$ cat src/rtl/mc_pkg.sv
// Shared encodings for the multi-cycle MIPS-subset controller: states, opcodes,
// func codes, ALU operations, datapath select values and instruction classes.
package mc_pkg;

  typedef enum logic [2:0] {
    ST_IF   = 3'd0,
    ST_ID   = 3'd1,
    ST_EXE  = 3'd2,
    ST_MEM  = 3'd3,
    ST_WB   = 3'd4,
    ST_HALT = 3'd5
  } state_e;

  localparam logic [5:0] OP_RTYPE = 6'b000000;
  localparam logic [5:0] OP_J     = 6'b000010;
  localparam logic [5:0] OP_JAL   = 6'b000011;
  localparam logic [5:0] OP_BEQ   = 6'b000100;
  localparam logic [5:0] OP_BNE   = 6'b000101;
  localparam logic [5:0] OP_ADDI  = 6'b001000;
  localparam logic [5:0] OP_ANDI  = 6'b001100;
  localparam logic [5:0] OP_ORI   = 6'b001101;
  localparam logic [5:0] OP_XORI  = 6'b001110;
  localparam logic [5:0] OP_LUI   = 6'b001111;
  localparam logic [5:0] OP_LW    = 6'b100011;
  localparam logic [5:0] OP_SW    = 6'b101011;

  localparam logic [5:0] FN_SLL = 6'b000000;
  localparam logic [5:0] FN_SRL = 6'b000010;
  localparam logic [5:0] FN_SRA = 6'b000011;
  localparam logic [5:0] FN_JR  = 6'b001000;
  localparam logic [5:0] FN_ADD = 6'b100000;
  localparam logic [5:0] FN_SUB = 6'b100010;
  localparam logic [5:0] FN_AND = 6'b100100;
  localparam logic [5:0] FN_OR  = 6'b100101;
  localparam logic [5:0] FN_XOR = 6'b100110;

  localparam logic [3:0] ALUC_ADD = 4'b0000;
  localparam logic [3:0] ALUC_SUB = 4'b0100;
  localparam logic [3:0] ALUC_AND = 4'b0001;
  localparam logic [3:0] ALUC_OR  = 4'b0101;
  localparam logic [3:0] ALUC_XOR = 4'b0010;
  localparam logic [3:0] ALUC_LUI = 4'b0110;
  localparam logic [3:0] ALUC_SLL = 4'b0011;
  localparam logic [3:0] ALUC_SRL = 4'b0111;
  localparam logic [3:0] ALUC_SRA = 4'b1111;

  localparam logic [1:0] SRCB_RT   = 2'b00;
  localparam logic [1:0] SRCB_FOUR = 2'b01;
  localparam logic [1:0] SRCB_IMM  = 2'b10;
  localparam logic [1:0] SRCB_BR   = 2'b11;

  localparam logic [1:0] PC_ALU  = 2'b00;
  localparam logic [1:0] PC_BR   = 2'b01;
  localparam logic [1:0] PC_RS   = 2'b10;
  localparam logic [1:0] PC_JUMP = 2'b11;

  typedef enum logic [3:0] {
    RTYPE, SHIFT, ALUI, LW, SW, BRANCH, JUMP, JR, JAL, ILLEGAL
  } iclass_e;

endpackage

$ cat src/rtl/mc_decode.sv
// Combinational instruction decode: op/func to instruction class, ALU function
// and immediate extension mode.
module mc_decode
  import mc_pkg::*;
(
  input  logic [5:0] op,
  input  logic [5:0] func,
  output iclass_e    cls,
  output logic [3:0] aluc,
  output logic       sext
);

  always_comb begin
    cls  = ILLEGAL;
    aluc = ALUC_ADD;
    sext = 1'b0;
    case (op)
      OP_RTYPE: begin
        case (func)
          FN_ADD:  begin cls = RTYPE; aluc = ALUC_ADD; end
          FN_SUB:  begin cls = RTYPE; aluc = ALUC_SUB; end
          FN_AND:  begin cls = RTYPE; aluc = ALUC_AND; end
          FN_OR:   begin cls = RTYPE; aluc = ALUC_OR;  end
          FN_XOR:  begin cls = RTYPE; aluc = ALUC_XOR; end
          FN_SLL:  begin cls = SHIFT; aluc = ALUC_SLL; end
          FN_SRL:  begin cls = SHIFT; aluc = ALUC_SRL; end
          FN_SRA:  begin cls = SHIFT; aluc = ALUC_SRA; end
          FN_JR:   cls = JR;
          default: cls = ILLEGAL;
        endcase
      end
      OP_ADDI: begin cls = ALUI;   aluc = ALUC_ADD; sext = 1'b1; end
      OP_ANDI: begin cls = ALUI;   aluc = ALUC_AND; end
      OP_ORI:  begin cls = ALUI;   aluc = ALUC_OR;  end
      OP_XORI: begin cls = ALUI;   aluc = ALUC_XOR; sext = 1'b1; end
      OP_LUI:  begin cls = ALUI;   aluc = ALUC_LUI; end
      OP_LW:   begin cls = LW;     aluc = ALUC_ADD; sext = 1'b1; end
      OP_SW:   begin cls = SW;     aluc = ALUC_ADD; sext = 1'b1; end
      OP_BEQ:  begin cls = BRANCH; aluc = ALUC_SUB; end
      OP_BNE:  begin cls = BRANCH; aluc = ALUC_SUB; end
      OP_J:    cls = JUMP;
      OP_JAL:  cls = JAL;
      default: cls = ILLEGAL;
    endcase
  end

endmodule

$ cat src/rtl/multicycle_ctrl.sv
// IF/ID/EXE/MEM/WB sequencer for the shared-ALU, single-port-memory datapath.
// Define MCTRL_ILLEGAL_TRAP_EN to trap unrecognised instructions in HALT.
module multicycle_ctrl
  import mc_pkg::*;
(
  input  logic       clk,
  input  logic       clrn,
  input  logic [5:0] op,
  input  logic [5:0] func,
  input  logic       z,
  input  logic       mem_ready,
  output logic       wpc,
  output logic       wir,
  output logic       wreg,
  output logic       wmem,
  output logic       iord,
  output logic       regrt,
  output logic       jal,
  output logic       m2reg,
  output logic       shift,
  output logic       alusrca,
  output logic [1:0] alusrcb,
  output logic       sext,
  output logic [3:0] aluc,
  output logic [1:0] pcsrc,
  output logic       retire,
  output logic [2:0] state
`ifdef MCTRL_ILLEGAL_TRAP_EN
  ,
  output logic       illegal
`endif
);

  state_e     state_q, state_d;
  iclass_e    cls;
  logic [3:0] dec_aluc;
  logic       dec_sext;

  mc_decode u_decode (
    .op   (op),
    .func (func),
    .cls  (cls),
    .aluc (dec_aluc),
    .sext (dec_sext)
  );

  always_ff @(posedge clk or negedge clrn) begin
    if (!clrn) state_q <= ST_IF;
    else       state_q <= state_d;
  end

  // Gating on clrn keeps every strobe and select low the moment reset asserts.
  always_comb begin
    state_d = state_q;
    wpc     = 1'b0;
    wir     = 1'b0;
    wreg    = 1'b0;
    wmem    = 1'b0;
    iord    = 1'b0;
    regrt   = 1'b0;
    jal     = 1'b0;
    m2reg   = 1'b0;
    shift   = 1'b0;
    alusrca = 1'b0;
    alusrcb = SRCB_RT;
    sext    = 1'b0;
    aluc    = ALUC_ADD;
    pcsrc   = PC_ALU;
    retire  = 1'b0;
    if (clrn) begin
      case (state_q)
        ST_IF: begin
          alusrcb = SRCB_FOUR;
          if (mem_ready) begin
            wir     = 1'b1;
            wpc     = 1'b1;
            state_d = ST_ID;
          end
        end
        ST_ID: begin
          alusrcb = SRCB_BR;
          case (cls)
            JUMP: begin
              wpc = 1'b1; pcsrc = PC_JUMP; retire = 1'b1; state_d = ST_IF;
            end
            JR: begin
              wpc = 1'b1; pcsrc = PC_RS; retire = 1'b1; state_d = ST_IF;
            end
            JAL: begin
              wpc = 1'b1; pcsrc = PC_JUMP; wreg = 1'b1; jal = 1'b1;
              retire = 1'b1; state_d = ST_IF;
            end
            ILLEGAL: begin
`ifdef MCTRL_ILLEGAL_TRAP_EN
              state_d = ST_HALT;
`else
              retire  = 1'b1;
              state_d = ST_IF;
`endif
            end
            default: state_d = ST_EXE;
          endcase
        end
        ST_EXE: begin
          alusrca = 1'b1;
          aluc    = dec_aluc;
          case (cls)
            RTYPE: state_d = ST_WB;
            SHIFT: begin shift = 1'b1; state_d = ST_WB; end
            BRANCH: begin
              pcsrc   = PC_BR;
              wpc     = (op == OP_BNE) ? !z : z;
              retire  = 1'b1;
              state_d = ST_IF;
            end
            LW, SW: begin
              alusrcb = SRCB_IMM; sext = dec_sext; state_d = ST_MEM;
            end
            default: begin
              alusrcb = SRCB_IMM; sext = dec_sext; state_d = ST_WB;
            end
          endcase
        end
        ST_MEM: begin
          iord = 1'b1;
          if (cls == SW) begin
            wmem = 1'b1;
            if (mem_ready) begin
              retire  = 1'b1;
              state_d = ST_IF;
            end
          end else if (mem_ready) begin
            state_d = ST_WB;
          end
        end
        ST_WB: begin
          wreg    = 1'b1;
          retire  = 1'b1;
          m2reg   = (cls == LW);
          regrt   = (cls == ALUI) || (cls == LW);
          state_d = ST_IF;
        end
`ifdef MCTRL_ILLEGAL_TRAP_EN
        ST_HALT: state_d = ST_HALT;
`endif
        default: state_d = ST_IF;
      endcase
    end
  end

  assign state = state_q;
`ifdef MCTRL_ILLEGAL_TRAP_EN
  assign illegal = (state_q == ST_HALT);
`endif

endmodule

$ cat config.mk
export PLATFORM = sky130hd
export DESIGN_NAME = multicycle_ctrl
export DESIGN_NICKNAME = d
export VERILOG_FILES = /design/src/rtl/mc_pkg.sv /design/src/rtl/mc_decode.sv /design/src/rtl/multicycle_ctrl.sv
export SDC_FILE = /design/constraint.sdc
export NUM_CORES = 1
export LEC_CHECK = 0
export ABC_AREA = 1
export ABC_CLOCK_PERIOD_IN_PS = 4830
export CORE_MARGIN = 3
export CORE_UTILIZATION = 46
export DETAILED_ROUTE_END_ITERATION = 12
export GPL_TIMING_DRIVEN = 0
export PLACE_DENSITY = 0.86
export SYNTH_ARGS = -nofsm -noshare
export SYNTH_HDL_FRONTEND = slang
export SYNTH_HIERARCHICAL = 1
export SYNTH_SLANG_ARGS = --single-unit
$ cat constraint.sdc
create_clock -name clk -period 4.83 [get_ports clk]
set_clock_uncertainty 0.1 [all_clocks]
set_input_delay 1.2075 -clock clk [delete_from_list [all_inputs] [get_ports clk]]
set_output_delay 1.2075 -clock clk [all_outputs]
set_load 0.005 [all_outputs]
### Word-level counts from Yosys, hierarchy flattened

Cells that the tools add are included.

| word-level totals | value |
|---|---|
| flip-flop bits (word level) | 3 |
| bits of input ports | 16 |
| output and inout bits | 23 |
| word-level logic and storage cells | 108 |

| cells by class | value |
|---|---|
| eq/ne operators | 34 |
| mux-type cells | 56 |
| reduce and logical (&&, ||, !) cells | 17 |

Operators with widths:

| cell | count |
|---|---|
| 4-bit case mux with 7 select lines | 2 |
| 6-bit == test (second input constant) | 7 |
| 6-bit by 4-bit == test with 1-bit output (second input constant) | 6 |
| 1-bit 2-to-1 mux | 34 |
| 6-bit by 2-bit == test with 1-bit output (second input constant) | 4 |
| 4-bit case mux with 6 select lines | 1 |
| 4-bit by 3-bit == test with 1-bit output (second input constant) | 4 |
| 6-bit by 3-bit == test with 1-bit output (second input constant) | 2 |
| 6-bit logical NOT | 2 |
| 3-bit 2-to-1 mux | 4 |
| 3-bit case mux with 4 select lines | 1 |
| 4-bit case mux with 3 select lines | 1 |
| 5-bit OR reduction | 2 |
| 3-bit OR reduction | 3 |
| 4-bit by 2-bit == test with 1-bit output (second input constant) | 2 |
| 4-bit == test (second input constant) | 2 |
| 2-bit 2-to-1 mux | 4 |
| 4-bit 2-to-1 mux | 2 |
| 2-bit case mux with 2 select lines | 2 |
| 4-bit OR reduction | 2 |
| 3-bit by 2-bit == test with 1-bit output (second input constant) | 2 |
| 2-bit case mux with 3 select lines | 1 |
| 3-bit case mux with 2 select lines | 1 |
| 2-bit OR reduction | 3 |
| other kinds (12) | 13 |

### Longest topological paths before layout

| logic depth | value |
|---|---|
| depth after elaboration | 9 |
| gate-level depth with buffers | 15 |
| mapped depth without buffers | 15 |

### Hierarchy

Netlist, hierarchy kept.

By module, submodules not included:

| module | instances | cells an instance | area each (um^2) | sequential area each (um^2) |
|---|---|---|---|---|
| multicycle_ctrl | 1 | 109 | 545.5 | 75.1 |
| mc_decode | 1 | 83 | 366.6 | 0.0 |

### Least setup slack after synthesis

No wires, ideal clock.

| path | value |
|---|---|
| path kind | input port to output port |
| start | input port func[5] |
| end | output port wpc |
| data arrival time | 2.423 ns |
| required time | 3.523 ns |
| slack | 1.100 ns |
| stages | 11 |
| buffers on the path | 0 |
| cell sequence | nor2_1 nand3_1 nand2_1 nor2_1 nand2_1 nand3_1 nor2_4 nand2_2 nor2_2 nand3_1 a21oi_1 |

| between the ends | value |
|---|---|
| cells in the longest elaborated chain, start to end | 9 |
| elaborated cells on any way between the ends | 22 |
| those cells by class | eq/ne: 12; mux: 6; reduce/logical: 4 |

RTL lines:

| element | line | text |
|---|---|---|
| from (decl) | multicycle_ctrl.sv:9 | `input logic [5:0] func,` |
| 6-bit == test (tied with other cells) | mc_decode.sv:19 | `case (func)` |
| 5-bit OR reduction (no source line) / 3-bit OR reduction (equally long branches) | n/a |  |
| 4-bit case mux with 3 select lines (*) | mc_decode.sv:19 |  |
| 4-bit case mux with 7 select lines (*) | mc_decode.sv:17 | `case (op)` |
| named net cls[3] | multicycle_ctrl.sv:35 | `iclass_e cls;` |
| 4-bit == test / 4-bit by 3-bit == test with 1-bit output (equally long branches) | multicycle_ctrl.sv:82 | `case (cls)` |
| 3-bit OR reduction (no source line) | n/a |  |
| 1-bit 2-to-1 mux | multicycle_ctrl.sv:82 |  |
| 1-bit case mux with 3 select lines (*) | multicycle_ctrl.sv:71 | `case (state_q)` |
| 1-bit 2-to-1 mux (*) | multicycle_ctrl.sv:70 | `if (clrn) begin` |
| to (decl) | multicycle_ctrl.sv:12 | `output logic wpc,` |

Mark *: on every way through the listed nets, which the timed path passes. The rest lies on a longest branch.

### Final worst setup path

| path | value |
|---|---|
| start | input port op[5] |
| end | output port wpc |

| between the ends | value |
|---|---|
| cells in the longest elaborated chain, start to end | 8 |
| elaborated cells on any way between the ends | 25 |
| those cells by class | eq/ne: 15; mux: 6; reduce/logical: 4 |

RTL lines:

| element | line | text |
|---|---|---|
| from (decl) | multicycle_ctrl.sv:8 | `input logic [5:0] op,` |
| 6-bit by 4-bit == test with 1-bit output / 6-bit by 3-bit == test with 1-bit output (equally long branches) | mc_decode.sv:17 |  |
| 5-bit OR reduction (no source line) / 2-bit OR reduction (equally long branches) | n/a |  |
| 4-bit case mux with 7 select lines (*) | mc_decode.sv:17 |  |
| named net cls[3] | multicycle_ctrl.sv:35 |  |
| 4-bit == test / 4-bit by 3-bit == test with 1-bit output (equally long branches) | multicycle_ctrl.sv:82 |  |
| 3-bit OR reduction (no source line) | n/a |  |
| 1-bit 2-to-1 mux | multicycle_ctrl.sv:82 |  |
| 1-bit case mux with 3 select lines (*) | multicycle_ctrl.sv:71 |  |
| 1-bit 2-to-1 mux (*) | multicycle_ctrl.sv:70 |  |

Marked as above.

==> results.md <==
- The flow ran to the end, and the final reports show no timing, DRC or antenna violations.
- The most used standard cell by instance count after synthesis is nand2_1.
- The mapped netlist covers 912 um2.
- The number of cell instances on the worst register-to-register path is 5.
- The data arrival time at the worst-slack endpoint is 3.36 ns.
- The placed instances occupy a cell area of 1320 um2.
- The sum of routed wire length over all layers is 3.14 mm.
- The overall routing resource usage is 0.243.
- The cell taking the most area after synthesis is nand2_1.
- The flip-flop and latch count after synthesis is 3.
- In this run, post-CTS hold repair placed 0 buffers.
- The max-slew headroom at the worst pin is 0.760.
- The total non-filler cell area in the finished layout is 1450 um2.
- After filler insertion, the fill cell instance count of the layout stands at 142.
- Clock tree synthesis found a total of 3 sinks.
- The routed length on met2 is 1.50 mm.
- The initial antenna violation count was 0.
- The share of cells above drive strength 1 is 0.179.
- TritonCTS built the clock tree.
- The count of nets left with antenna violations after detail routing is 0.
- In the post-route analysis, the smallest setup slack over all paths is 0.159 ns.
- The final max-slew violation count is 0.
- Synthesis produced a netlist with a net count of 208.
- The count of routing violations after the opening detailed-route iteration is 57.
- Yosys mapped the design onto 20 distinct sky130hd cell types.
- The clock-pin slew on the worst setup and hold paths is 0.03 ns.
- Based on the critical path, the design can be clocked at up to 214 MHz.
- The share of synthesized flip-flops with an asynchronous set or reset is 1.00.
- The worst setup path is launched from an input pin.
- The area growth from synthesis to layout is 59.0%.
- The count of input and output buffers is 38.
- In this run the number of H-tree levels came out at 1.
- The floorplan core area is 1800 um2.
- The share of synthesized area in the top cell type comes to 0.218.
- In the routed layout, each cell is associated on average with a via count of 5.29.
- The worst hold path belongs to the class flop to flop.
- The uppermost layer routed is met4.
- The warning count from the yosys run is 6.
- Yosys attributes the largest share of cell area to nand2_1 (22%), nand3_1 (15%), nor2_1 (15%).
- The via count of the first global-routing pass was 1223.
- The remaining global-route overflow is 0.
- For this run, the register share of the synthesized area comes to 0.0823.
- At the worst endpoint, the required time is 3.52 ns.
- The cell count after synthesis came out at 192.
- The HPWL after detailed placement is 2.45 mm.
- Summing over every cut layer, the via total after detailed routing is 1376.
- Entering global routing, the biggest net connects 11 pins.
- Of the available clock period, the critical path in the final layout requires 0.967.
- The analysis attributes to cell leakage a power of 0.791 nW.
- In this run the mean area of a mapped cell was 4.75 um2.
- The final routed DRC violation total is 0.
- The number of clock buffers added by TritonCTS is 3.
- The final layout contains 252 nets.
- The starting density of the core is 0.506.
- After layout, the minimum clock period comes to 4.67 ns.
- The total power is 0.000351 W.
- The first global-routing pass estimated 5.01 mm of wire.
- The flip-flop count of the largest register after layout is 3.
- The count of inserted antenna diode cells is 0.
- The worst-case clock buffer depth is 2.
- The congestion estimate from routability-driven global placement came to 0.944.
- The hold violation total from the final report is 0.
- The die covers 2550 um2.
- In this run the worst path has a maximum fanout of 7.
- In the synthesized netlist, the cells that appear most often are nand2_1 (53), nor2_1 (37), inv_1 (29), nand3_1 (28), inv_2 (6).
- The most used flip-flop cell after synthesis is dfrtp_1.
- The clock reaches the later pin of the worst-skew pair after 0.22 ns.
- Setup violations remaining at the end of the flow were counted as 0.
- The number of enable flip-flop cells after synthesis is 0.
- The wire length on met3 is 272 um.
- The master cell of the clock root buffer is clkbuf_4.
- The critical path start-end classification is input pin to output pin.
- The worst setup path is captured at an output pin.
- The number of standard-cell rows in the floorplan is 15.
- The number of iterations in the first detailed-routing pass is 4.
- The total power per unit cell area is 242 nW/um2.
- The routed length on met1 is 1.35 mm.
- The highest ir drop seen on vdd is 419 uV.
- The worst hold path passes through 2 cells.
- In the final routed layout, each cell accounts on average for 12.1 um.
- The width of the chip is 50.5 um.
- The tool flagged a number of max-cap violations equal to 0.
- The die span in y is 50.5 um.
- At the pin with the least slew margin, the transition time is 0.359 ns.
- The worst-case setup slack after placement is -0.160 ns.
- 39 I/O pins were placed.
where the power goes:
part	leakage (nW)	switching, W	internal, W
combinational	0.736	0.000141	0.000110
clock	0.0150	0.0000109	0.0000308
sequential	0.0395	0.0000219	0.0000366
total	0.791	0.000174	0.000177
final timing paths:
check	start	endpoint	slack (ns)
worst max-delay path	op[5]	wpc	0.16
worst min-delay path	state[1]	state[1]	0.54
worst max register to register	state[2]	state[1]	3.43
worst min register to register	state[1]	state[1]	0.54
max in group asynchronous	clrn	state[1]	3.21
min in group asynchronous	clrn	state[0]	1.16
per-stage QoR:
step | TNS [ns] | util | cells | hold WS, ns
floorplan | 0 | - | 192 | 0.497
finish | 0 | 0.805 | 260 | 0.537
global route | -0.00375 | 0.805 | 260 | 0.581
global placement | -0.241 | 0.735 | 255 | 0.517
detailed placement | -0.446 | 0.735 | 255 | 0.518
CTS | 0 | 0.767 | 259 | 0.532
timing repair:
item,in CTS,in global routing
endpoints found under the setup margin,7,8
setup buffers,0,1
gates cloned,0,0
gates resized for setup,16,26
pin swaps,4,4
endpoints found under the hold margin,0,0
layout by cell type, fill, tap and decap left out, types with 2 or more instances in the layout:
cell type / Yosys / routed
inv_1: 29 / 28
nor3_1: 3 / 3
nand2_1: 53 / 50
clkbuf_4: 0 / 3
nand2_2: 1 / 4
nor2_4: 2 / 7
nand3_1: 28 / 23
a21oi_1: 5 / 4
dlymetal6s2s_1: 0 / 7
o21ai_0: 5 / 5
dlygate4sd2_1: 0 / 3
o21ai_1: 4 / 4
nor2_2: 4 / 7
clkdlybuf4s50_1: 0 / 25
nor2_1: 37 / 29
nand3_2: 3 / 7
dfrtp_1: 3 / 3
nand4_1: 4 / 4
clkbuf_2: 0 / 2
inv_2: 6 / 7
critical path, cell delays in order:
cell and delay [ns]:
dlygate4sd2_1 0.27, nor2_4 0.20, nand4_1 0.21, nand2_1 0.11, nor2_1 0.06, nand2_2 0.10
nand3_4 0.11, nor2_4 0.14, nand2_2 0.09, nor2_4 0.11, nand3_1 0.10, a21oi_1 0.13
clkdlybuf4s50_1 0.52
logic make-up (layout without fill, tap and decap cells):
logic type | after synthesis | count (layout) | share of synthesized area
flops | 3 | 3 | 0.0823
simple gates | 139 | 139 | 0.691
compound gates | 14 | 14 | 0.0768
buf+inv | 36 | 79 | 0.150
metal layers:
metal / vias to the layer above / global-route usage
met1: 612 / 0.305
met4: 0 / 0.0269
li1: 692 / -
met3: 4 / 0.0564
met2: 68 / 0.433
met5: - / 0
layout make-up:
type | count | area, um2 | share of cell area
multi-input combinational | 153 | 790 | 0.544
timing repair buffer | 39 | 392 | 0.270
inverter | 35 | 131 | 0.0906
sequential | 3 | 75.1 | 0.0518
tap | 25 | 31.3 | 0.0216
clock buffer | 4 | 26.3 | 0.0181
buffer | 1 | 5.00 | 0.00345
(Power assumes the default switching activity.)
